**src/rtl/tx_fc_arbiter_scheduler_pkg.sv**
```systemverilog
// Shared types and constants for the Tx flow-control arbiter scheduler.
// Contents:
//   FC_command_t   - TLP type presented to / debited from the FC checker
//   FC_result_t    - verdict returned by the FC checker
//   SRC_*          - source indices (0 = P, 1 = NP, 2 = CPL)
//   tx_arb_state_t - scheduler FSM state encoding
package tx_fc_arbiter_scheduler_pkg;

  typedef enum logic [1:0] {
    FC_P      = 2'b00,
    FC_NP     = 2'b01,
    FC_CPL    = 2'b10,
    FC_NO_CMD = 2'b11
  } FC_command_t;

  typedef enum logic [1:0] {
    FC_FAILED    = 2'b00,
    FC_SUCCESS_1 = 2'b01,
    FC_SUCCESS_2 = 2'b10
  } FC_result_t;

  localparam logic [1:0] SRC_P   = 2'd0;
  localparam logic [1:0] SRC_NP  = 2'd1;
  localparam logic [1:0] SRC_CPL = 2'd2;

  typedef logic [1:0] tx_arb_state_t;
  localparam tx_arb_state_t IDLE  = 2'd0;
  localparam tx_arb_state_t CHECK = 2'd1;
  localparam tx_arb_state_t XMIT  = 2'd2;

  // Next source in round-robin order, wrapping CPL back to P.
  function automatic logic [1:0] src_next(input logic [1:0] s);
    return (s == SRC_CPL) ? SRC_P : s + 2'd1;
  endfunction

  // Source index and command encodings coincide for the three real types.
  function automatic FC_command_t src_to_cmd(input logic [1:0] s);
    return FC_command_t'(s);
  endfunction

endpackage

```
**src/rtl/tx_fc_arbiter_scheduler_picker.sv**
```systemverilog
// Combinational round-robin candidate picker.
// Scans sources in the order rr_ptr, rr_ptr+1, rr_ptr+2 (mod 3) and returns the
// first and second requesting sources.
// Ports:
//   req_i       - request per source (0 = P, 1 = NP, 2 = CPL)
//   rr_ptr_i    - source with highest priority this round
//   cand1_o/_vld_o, cand2_o/_vld_o - candidate indices and presence flags
module tx_rr_candidate_picker
  import tx_fc_arbiter_scheduler_pkg::*;
(
  input  logic [2:0] req_i,
  input  logic [1:0] rr_ptr_i,
  output logic [1:0] cand1_o,
  output logic       cand1_vld_o,
  output logic [1:0] cand2_o,
  output logic       cand2_vld_o
);

  always_comb begin
    logic [1:0] s;
    cand1_o     = SRC_P;
    cand1_vld_o = 1'b0;
    cand2_o     = SRC_P;
    cand2_vld_o = 1'b0;
    s           = rr_ptr_i;
    for (int i = 0; i < 3; i++) begin
      if (req_i[s]) begin
        if (!cand1_vld_o) begin
          cand1_o     = s;
          cand1_vld_o = 1'b1;
        end else if (!cand2_vld_o) begin
          cand2_o     = s;
          cand2_vld_o = 1'b1;
        end
      end
      s = src_next(s);
    end
  end

endmodule

```
**src/rtl/tx_fc_arbiter_scheduler.sv**
```systemverilog
// Tx-side scheduler sharing the link among Posted, Non-Posted and Completion
// sources. Offers two round-robin candidates to the FC checker, grants the one
// it approves, pulses a credit-consume update and holds the grant until the
// winner signals end of TLP. A starvation limiter stops candidate 2 from
// overtaking candidate 1 more than STARVE_LIMIT times in a row.
// Ports:
//   clk, arst                      - clock, async active-low reset
//   req_i, len_*_i, done_i         - per-source request, payload length, end-of-TLP
//   grant_o                        - one-hot grant held for the whole TLP
//   fc_command_1/2_o, fc_ptlp_1/2_o - registered candidates offered to FC
//   fc_result_i                    - combinational FC verdict
//   fc_update_o/_cmd_o/_ptlp_o     - one-cycle credit-consume pulse
//   busy_o                         - FSM not in IDLE
module tx_fc_arbiter_scheduler
  import tx_fc_arbiter_scheduler_pkg::*;
#(
  parameter int unsigned PTLP_WIDTH       = 10,
  parameter int unsigned STARVE_LIMIT     = 4,
  parameter int unsigned STARVE_CNT_WIDTH = $clog2(STARVE_LIMIT + 1)
) (
  input  logic                  clk,
  input  logic                  arst,
  input  logic [2:0]            req_i,
  input  logic [PTLP_WIDTH-1:0] len_p_i,
  input  logic [PTLP_WIDTH-1:0] len_np_i,
  input  logic [PTLP_WIDTH-1:0] len_cpl_i,
  input  logic [2:0]            done_i,
  output logic [2:0]            grant_o,
  output FC_command_t           fc_command_1_o,
  output logic [PTLP_WIDTH-1:0] fc_ptlp_1_o,
  output FC_command_t           fc_command_2_o,
  output logic [PTLP_WIDTH-1:0] fc_ptlp_2_o,
  input  FC_result_t            fc_result_i,
  output logic                  fc_update_o,
  output FC_command_t           fc_update_cmd_o,
  output logic [PTLP_WIDTH-1:0] fc_update_ptlp_o,
  output logic                  busy_o
);

  localparam logic [STARVE_CNT_WIDTH-1:0] StarveMax = STARVE_CNT_WIDTH'(STARVE_LIMIT);

  tx_arb_state_t               state_q, state_d;
  logic [1:0]                  rr_ptr_q, rr_ptr_d;
  logic [1:0]                  winner_q, winner_d;
  logic [STARVE_CNT_WIDTH-1:0] starve_cnt_q, starve_cnt_d;
  logic [2:0]                  grant_q, grant_d;
  FC_command_t                 cmd1_q, cmd1_d, cmd2_q, cmd2_d;
  logic [PTLP_WIDTH-1:0]       ptlp1_q, ptlp1_d, ptlp2_q, ptlp2_d;
  logic                        upd_q, upd_d;
  FC_command_t                 upd_cmd_q, upd_cmd_d;
  logic [PTLP_WIDTH-1:0]       upd_ptlp_q, upd_ptlp_d;

  logic [1:0] cand1, cand2;
  logic       cand1_vld, cand2_vld;

  tx_rr_candidate_picker u_picker (
    .req_i       (req_i),
    .rr_ptr_i    (rr_ptr_q),
    .cand1_o     (cand1),
    .cand1_vld_o (cand1_vld),
    .cand2_o     (cand2),
    .cand2_vld_o (cand2_vld)
  );

  function automatic logic [PTLP_WIDTH-1:0] len_sel(input logic [1:0] s,
                                                    input logic [PTLP_WIDTH-1:0] lp,
                                                    input logic [PTLP_WIDTH-1:0] lnp,
                                                    input logic [PTLP_WIDTH-1:0] lcpl);
    case (s)
      SRC_P:   return lp;
      SRC_NP:  return lnp;
      default: return lcpl;
    endcase
  endfunction

  // Snapshot of the current candidates; candidate 2 is hidden while starved.
  FC_command_t           snap_cmd1, snap_cmd2;
  logic [PTLP_WIDTH-1:0] snap_ptlp1, snap_ptlp2;
  logic                  starved;

  always_comb begin
    starved    = (starve_cnt_q == StarveMax);
    snap_cmd1  = cand1_vld ? src_to_cmd(cand1) : FC_NO_CMD;
    snap_ptlp1 = cand1_vld ? len_sel(cand1, len_p_i, len_np_i, len_cpl_i) : '0;
    snap_cmd2  = (cand2_vld && !starved) ? src_to_cmd(cand2) : FC_NO_CMD;
    snap_ptlp2 = (cand2_vld && !starved) ? len_sel(cand2, len_p_i, len_np_i, len_cpl_i) : '0;
  end

  always_comb begin
    logic                  win;
    logic [1:0]            win_src;
    logic [PTLP_WIDTH-1:0] win_ptlp;
    state_d      = state_q;
    rr_ptr_d     = rr_ptr_q;
    winner_d     = winner_q;
    starve_cnt_d = starve_cnt_q;
    grant_d      = grant_q;
    cmd1_d       = cmd1_q;
    cmd2_d       = cmd2_q;
    ptlp1_d      = ptlp1_q;
    ptlp2_d      = ptlp2_q;
    upd_d        = 1'b0;
    upd_cmd_d    = FC_NO_CMD;
    upd_ptlp_d   = '0;
    win          = 1'b0;
    win_src      = SRC_P;
    win_ptlp     = '0;

    case (state_q)
      IDLE: begin
        if (|req_i) begin
          cmd1_d  = snap_cmd1;
          ptlp1_d = snap_ptlp1;
          cmd2_d  = snap_cmd2;
          ptlp2_d = snap_ptlp2;
          state_d = CHECK;
        end
      end
      CHECK: begin
        // Winner is taken from the registered offer the checker actually saw.
        if (fc_result_i == FC_SUCCESS_1 && cmd1_q != FC_NO_CMD) begin
          win          = 1'b1;
          win_src      = cmd1_q;
          win_ptlp     = ptlp1_q;
          starve_cnt_d = '0;
        end else if (fc_result_i == FC_SUCCESS_2 && cmd2_q != FC_NO_CMD) begin
          win      = 1'b1;
          win_src  = cmd2_q;
          win_ptlp = ptlp2_q;
          if (starve_cnt_q != StarveMax) starve_cnt_d = starve_cnt_q + STARVE_CNT_WIDTH'(1);
        end

        if (win) begin
          state_d    = XMIT;
          winner_d   = win_src;
          grant_d    = 3'b001 << win_src;
          cmd1_d     = FC_NO_CMD;
          cmd2_d     = FC_NO_CMD;
          ptlp1_d    = '0;
          ptlp2_d    = '0;
          upd_d      = 1'b1;
          upd_cmd_d  = src_to_cmd(win_src);
          upd_ptlp_d = win_ptlp;
        end else begin
          cmd1_d  = snap_cmd1;
          ptlp1_d = snap_ptlp1;
          cmd2_d  = snap_cmd2;
          ptlp2_d = snap_ptlp2;
        end
      end
      XMIT: begin
        if (done_i[winner_q]) begin
          rr_ptr_d = src_next(winner_q);
          grant_d  = 3'b000;
          state_d  = IDLE;
        end
      end
      default: state_d = IDLE;
    endcase
  end

  always_ff @(posedge clk or negedge arst) begin
    if (!arst) begin
      state_q      <= IDLE;
      rr_ptr_q     <= SRC_P;
      winner_q     <= SRC_P;
      starve_cnt_q <= '0;
      grant_q      <= 3'b000;
      cmd1_q       <= FC_NO_CMD;
      cmd2_q       <= FC_NO_CMD;
      ptlp1_q      <= '0;
      ptlp2_q      <= '0;
      upd_q        <= 1'b0;
      upd_cmd_q    <= FC_NO_CMD;
      upd_ptlp_q   <= '0;
    end else begin
      state_q      <= state_d;
      rr_ptr_q     <= rr_ptr_d;
      winner_q     <= winner_d;
      starve_cnt_q <= starve_cnt_d;
      grant_q      <= grant_d;
      cmd1_q       <= cmd1_d;
      cmd2_q       <= cmd2_d;
      ptlp1_q      <= ptlp1_d;
      ptlp2_q      <= ptlp2_d;
      upd_q        <= upd_d;
      upd_cmd_q    <= upd_cmd_d;
      upd_ptlp_q   <= upd_ptlp_d;
    end
  end

  assign grant_o          = grant_q;
  assign fc_command_1_o   = cmd1_q;
  assign fc_ptlp_1_o      = ptlp1_q;
  assign fc_command_2_o   = cmd2_q;
  assign fc_ptlp_2_o      = ptlp2_q;
  assign fc_update_o      = upd_q;
  assign fc_update_cmd_o  = upd_cmd_q;
  assign fc_update_ptlp_o = upd_ptlp_q;
  assign busy_o           = (state_q != IDLE);

endmodule

```
**config.mk**
```make
export PLATFORM = sky130hd
export DESIGN_NAME = tx_fc_arbiter_scheduler
export DESIGN_NICKNAME = d
export VERILOG_FILES = /design/src/rtl/tx_fc_arbiter_scheduler_pkg.sv /design/src/rtl/tx_fc_arbiter_scheduler_picker.sv /design/src/rtl/tx_fc_arbiter_scheduler.sv
export SDC_FILE = /design/constraint.sdc
export NUM_CORES = 1
export LEC_CHECK = 0
export CORE_ASPECT_RATIO = 0.6
export CORE_UTILIZATION = 30
export CTS_CLUSTER_SIZE = 28
export DETAILED_ROUTE_END_ITERATION = 6
export GPL_TIMING_DRIVEN = 0
export MAX_ROUTING_LAYER = met4
export PLACE_DENSITY_LB_ADDON = 0.3
export SETUP_SLACK_MARGIN = 0.5
export SYNTH_ARGS = -nofsm -noshare
export SYNTH_HDL_FRONTEND = slang
export SYNTH_SLANG_ARGS = --single-unit
```
**constraint.sdc**
```tcl
create_clock -name clk -period 3.4 [get_ports clk]
set_clock_uncertainty 0.2 [all_clocks]
set_input_delay 0.51 -clock clk [delete_from_list [all_inputs] [get_ports clk]]
set_output_delay 0.51 -clock clk [all_outputs]
set_load 0.01 [all_outputs]
```
==> key figures <==
Global route
  – Largest net degree at the start of global routing: 39
  – First-pass GRT wire length: 12300 µm
  – Global-route usage over all layers: 0.189
  – Number of global-route vias before repair: 2311
  – Overflow after GRT: 0
  – Initial antenna violation count: 0

Synthesis
  – Area share of the largest cell type after synthesis: 0.425
  – Synth area leaders: dfrtp_1 (42%), dfstp_2 (6.2%), nand2_1 (6.2%), a32o_1 (4.0%), nor2_1 (3.6%)
  – Synth Cell Area: 2530 µm²
  – Synth area leader: dfrtp_1
  – Synth Warn #: 0
  – Synth Instances: 264
  – Post-synth EDFFs: 0
  – Asr flop ratio synth: 1.00
  – Synth cell types: 46
  – Post-synth top flop: dfrtp_1
  – Syn_nets: 306
  – Average size of a mapped cell: 9.60 µm²
  – Yosys reg bits: 49
  – Register area share after synthesis: 0.487

Routing
  – Wire length per cell: 16.8 µm
  – Residual DRC: 0
  – First-pass iteration count of the detailed router: 5
  – Remaining antenna violation count: 0
  – Top sig layer: met4
  – Metal-1 WL: 3900 µm
  – Initial drt markers: 230
  – DRT Wirelength: 7750 µm
  – DR vias/cell: 5.26
  – Vias post-DR: 2420
  – Met3 wire length: 510 µm
  – Met2 WL: 3240 µm

Min path
  – Worst Hold Class: register to register

Run status
  – Outcome: finished, final reports clean

Power and ir drop
  – Pleak: 1.47 nW
  – Power Total: 2.97 mW
  – Max VDD drop: 0.000271 V
  – PwrDens: 814 nW/µm²

Layout
  – Ant diodes: 0
  – NumNets Final: 393
  – Layout cells sized above 1: 0.125
  – Most frequent cells in the layout: clkdlybuf4s50_1 (77), dfrtp_1 (43), nand2_1 (42)
  – P&R area growth vs syn: 44.1%
  – Commonest non-fill, non-tap cell in the layout: clkdlybuf4s50_1

STA
  – Final setup TNS: 0 ns
  – Worst Tran Pin Value: 0.892 ns
  – Highest clock rate: 410 MHz
  – Crit share post-route: 0.718
  – RSZ-0062 raised after global routing: false
  – Final Critical Period: 2.44 ns
  – Final Setup Violations: 0
  – Max-slew violation count: 0
  – Final Hold Viols: 0
  – Slew headroom: 0.401

Clocking
  – Setup bufs post-CTS: 0
  – # hold bufs at CTS: 1
  – Root Driver: clkbuf_16
  – Post-CTS sizing: 0
  – Cts bufs inserted: 5
  – CTS sink cnt: 49
  – Clock latency on the worst-skew pair: 0.29 ns
  – CTS tree: built
  – Clock Path Buffers: 2
  – CTS HTree Levels: 2
  – Clock transition at the registers of the reported paths: 0.07 ns

Placement
  – Detailed placer's ending HPWL: 5660 µm
  – Placer congestion estimate: 0.855
  – IO Port Bufs: 78

Floorplanning
  – # IOs: 81
  – Die ar.: 8830 µm²
  – Core box area: 8040 µm²
  – Die X: 121 µm
  – Die Y: 73.2 µm
  – Starting Density: 0.315
  – Row count: 25

Critical path
  – Critical Path AT: 2.47 ns
  – Worst-path maximum fanout: 10
  – Crit start category: input pin
  – Critical path data required time: 3.43 ns
  – WS Path Type: input pin to register
  – Worst setup EP type: register

Flow run
  – Max_cap viols: 0
worst max-delay path, stage by stage:
cell             delay, ns
clkdlybuf4s50_1       0.42
buf_4                 0.17
nand2b_1              0.14
a22o_1                0.17
a21oi_1               0.65
or2_2                 0.23
a32o_1                0.17
path summary, 6_finish.rpt:
check	slack, ns	from	depth (start not counted)	end
setup / recovery	0.96	req_i[0]	7	fc_ptlp_1_o[3]$_DFFE_PN0P_
hold / removal	0.31	fc_ptlp_2_o[9]$_DFFE_PN0P_	2	fc_ptlp_2_o[9]$_DFFE_PN0P_
setup reg to reg	1.17	rr_ptr_q[1]$_DFFE_PN0P_	6	fc_ptlp_2_o[0]$_DFFE_PN0P_
hold reg to reg	0.31	fc_ptlp_2_o[9]$_DFFE_PN0P_	2	fc_ptlp_2_o[9]$_DFFE_PN0P_
max in group asynchronous	1.98	arst	3	fc_command_2_o[0]$_DFFE_PN1P_
min in group asynchronous	0.45	arst	2	grant_o[1]$_DFFE_PN0P_
per-layer routing:
metal  vias up  GRT usage
met3        11     0.0422
met5         -          -
met2       111      0.262
li1       1124          -
met1      1174      0.271
met4         0     0.0562
cell families after synthesis:
kind of cell,Yosys count,synth area share
AO/OA/AOI/OAI,89,0.257
XOR/XNOR,1,0.00346
adder cells (fa/ha/maj),2,0.00987
buffers and inverters,21,0.0459
flip-flops,49,0.487
multiplexers,2,0.00839
AND/OR/NAND/NOR,100,0.189
Yosys cell counts, types with 2 or more instances:
library cell / number
buf_2: 3
ha_1: 2
inv_1: 6
or2_2: 11
and2b_1: 2
a32oi_1: 3
o21ai_0: 10
a31oi_1: 2
a21oi_1: 17
nor2_1: 24
buf_6: 3
o22ai_1: 12
dfrtp_1: 43
and2_1: 2
clkbuf_1: 6
a21o_1: 2
buf_4: 3
nand3_1: 4
o22a_1: 10
nand2b_1: 5
nand2_1: 42
dfstp_2: 6
nor2b_1: 3
a32o_1: 10
o31ai_1: 12
sequential cells by signal (all words and copies together), names as in the netlist:
name	cells
fc_command_2_o	2
grant_o	3
fc_update_o	1
fc_command_1_o	2
fc_update_ptlp_o	10
winner_q	2
fc_ptlp_2_o	10
fc_ptlp_1_o	10
state_q	2
starve_cnt_q	3
rr_ptr_q	2
fc_update_cmd_o	2
layout make-up:
type                       count  area, µm²
inverter                       6       22.5
buffer                        15       93.8
sequential                    49       1230
fill                         751       4390
multi-input combinational    194       1180
timing repair buffer          80        806
clock inverter                 2       37.5
clock buffer                   6        139
tap                          108        135
where the power goes:
| group | switching [mW] | leakage [nW] | total (mW) | internal (mW) |
|---|---|---|---|---|
| combinational | 0.684 | 0.765 | 1.37 | 0.685 |
| sequential | 0.187 | 0.619 | 1.01 | 0.818 |
| clock | 0.228 | 0.0831 | 0.596 | 0.368 |
| total | 1.10 | 1.47 | 2.97 | 1.87 |
per-stage QoR:
stage,utilization,std cells,setup slack [ns],hold slack (ns),instance area [µm²]
2_1_floorplan,-,264,1.46,0.0144,2530
3_3_place_gp,0.429,450,0.141,0.292,3450
3_5_place_dp,0.431,451,0.658,0.223,3460
4_1_cts,0.454,460,0.959,0.313,3650
5_1_grt,0.454,460,0.778,0.345,3650
6_report,0.454,460,0.959,0.314,3650
Power figures use the tool's default switching activity.
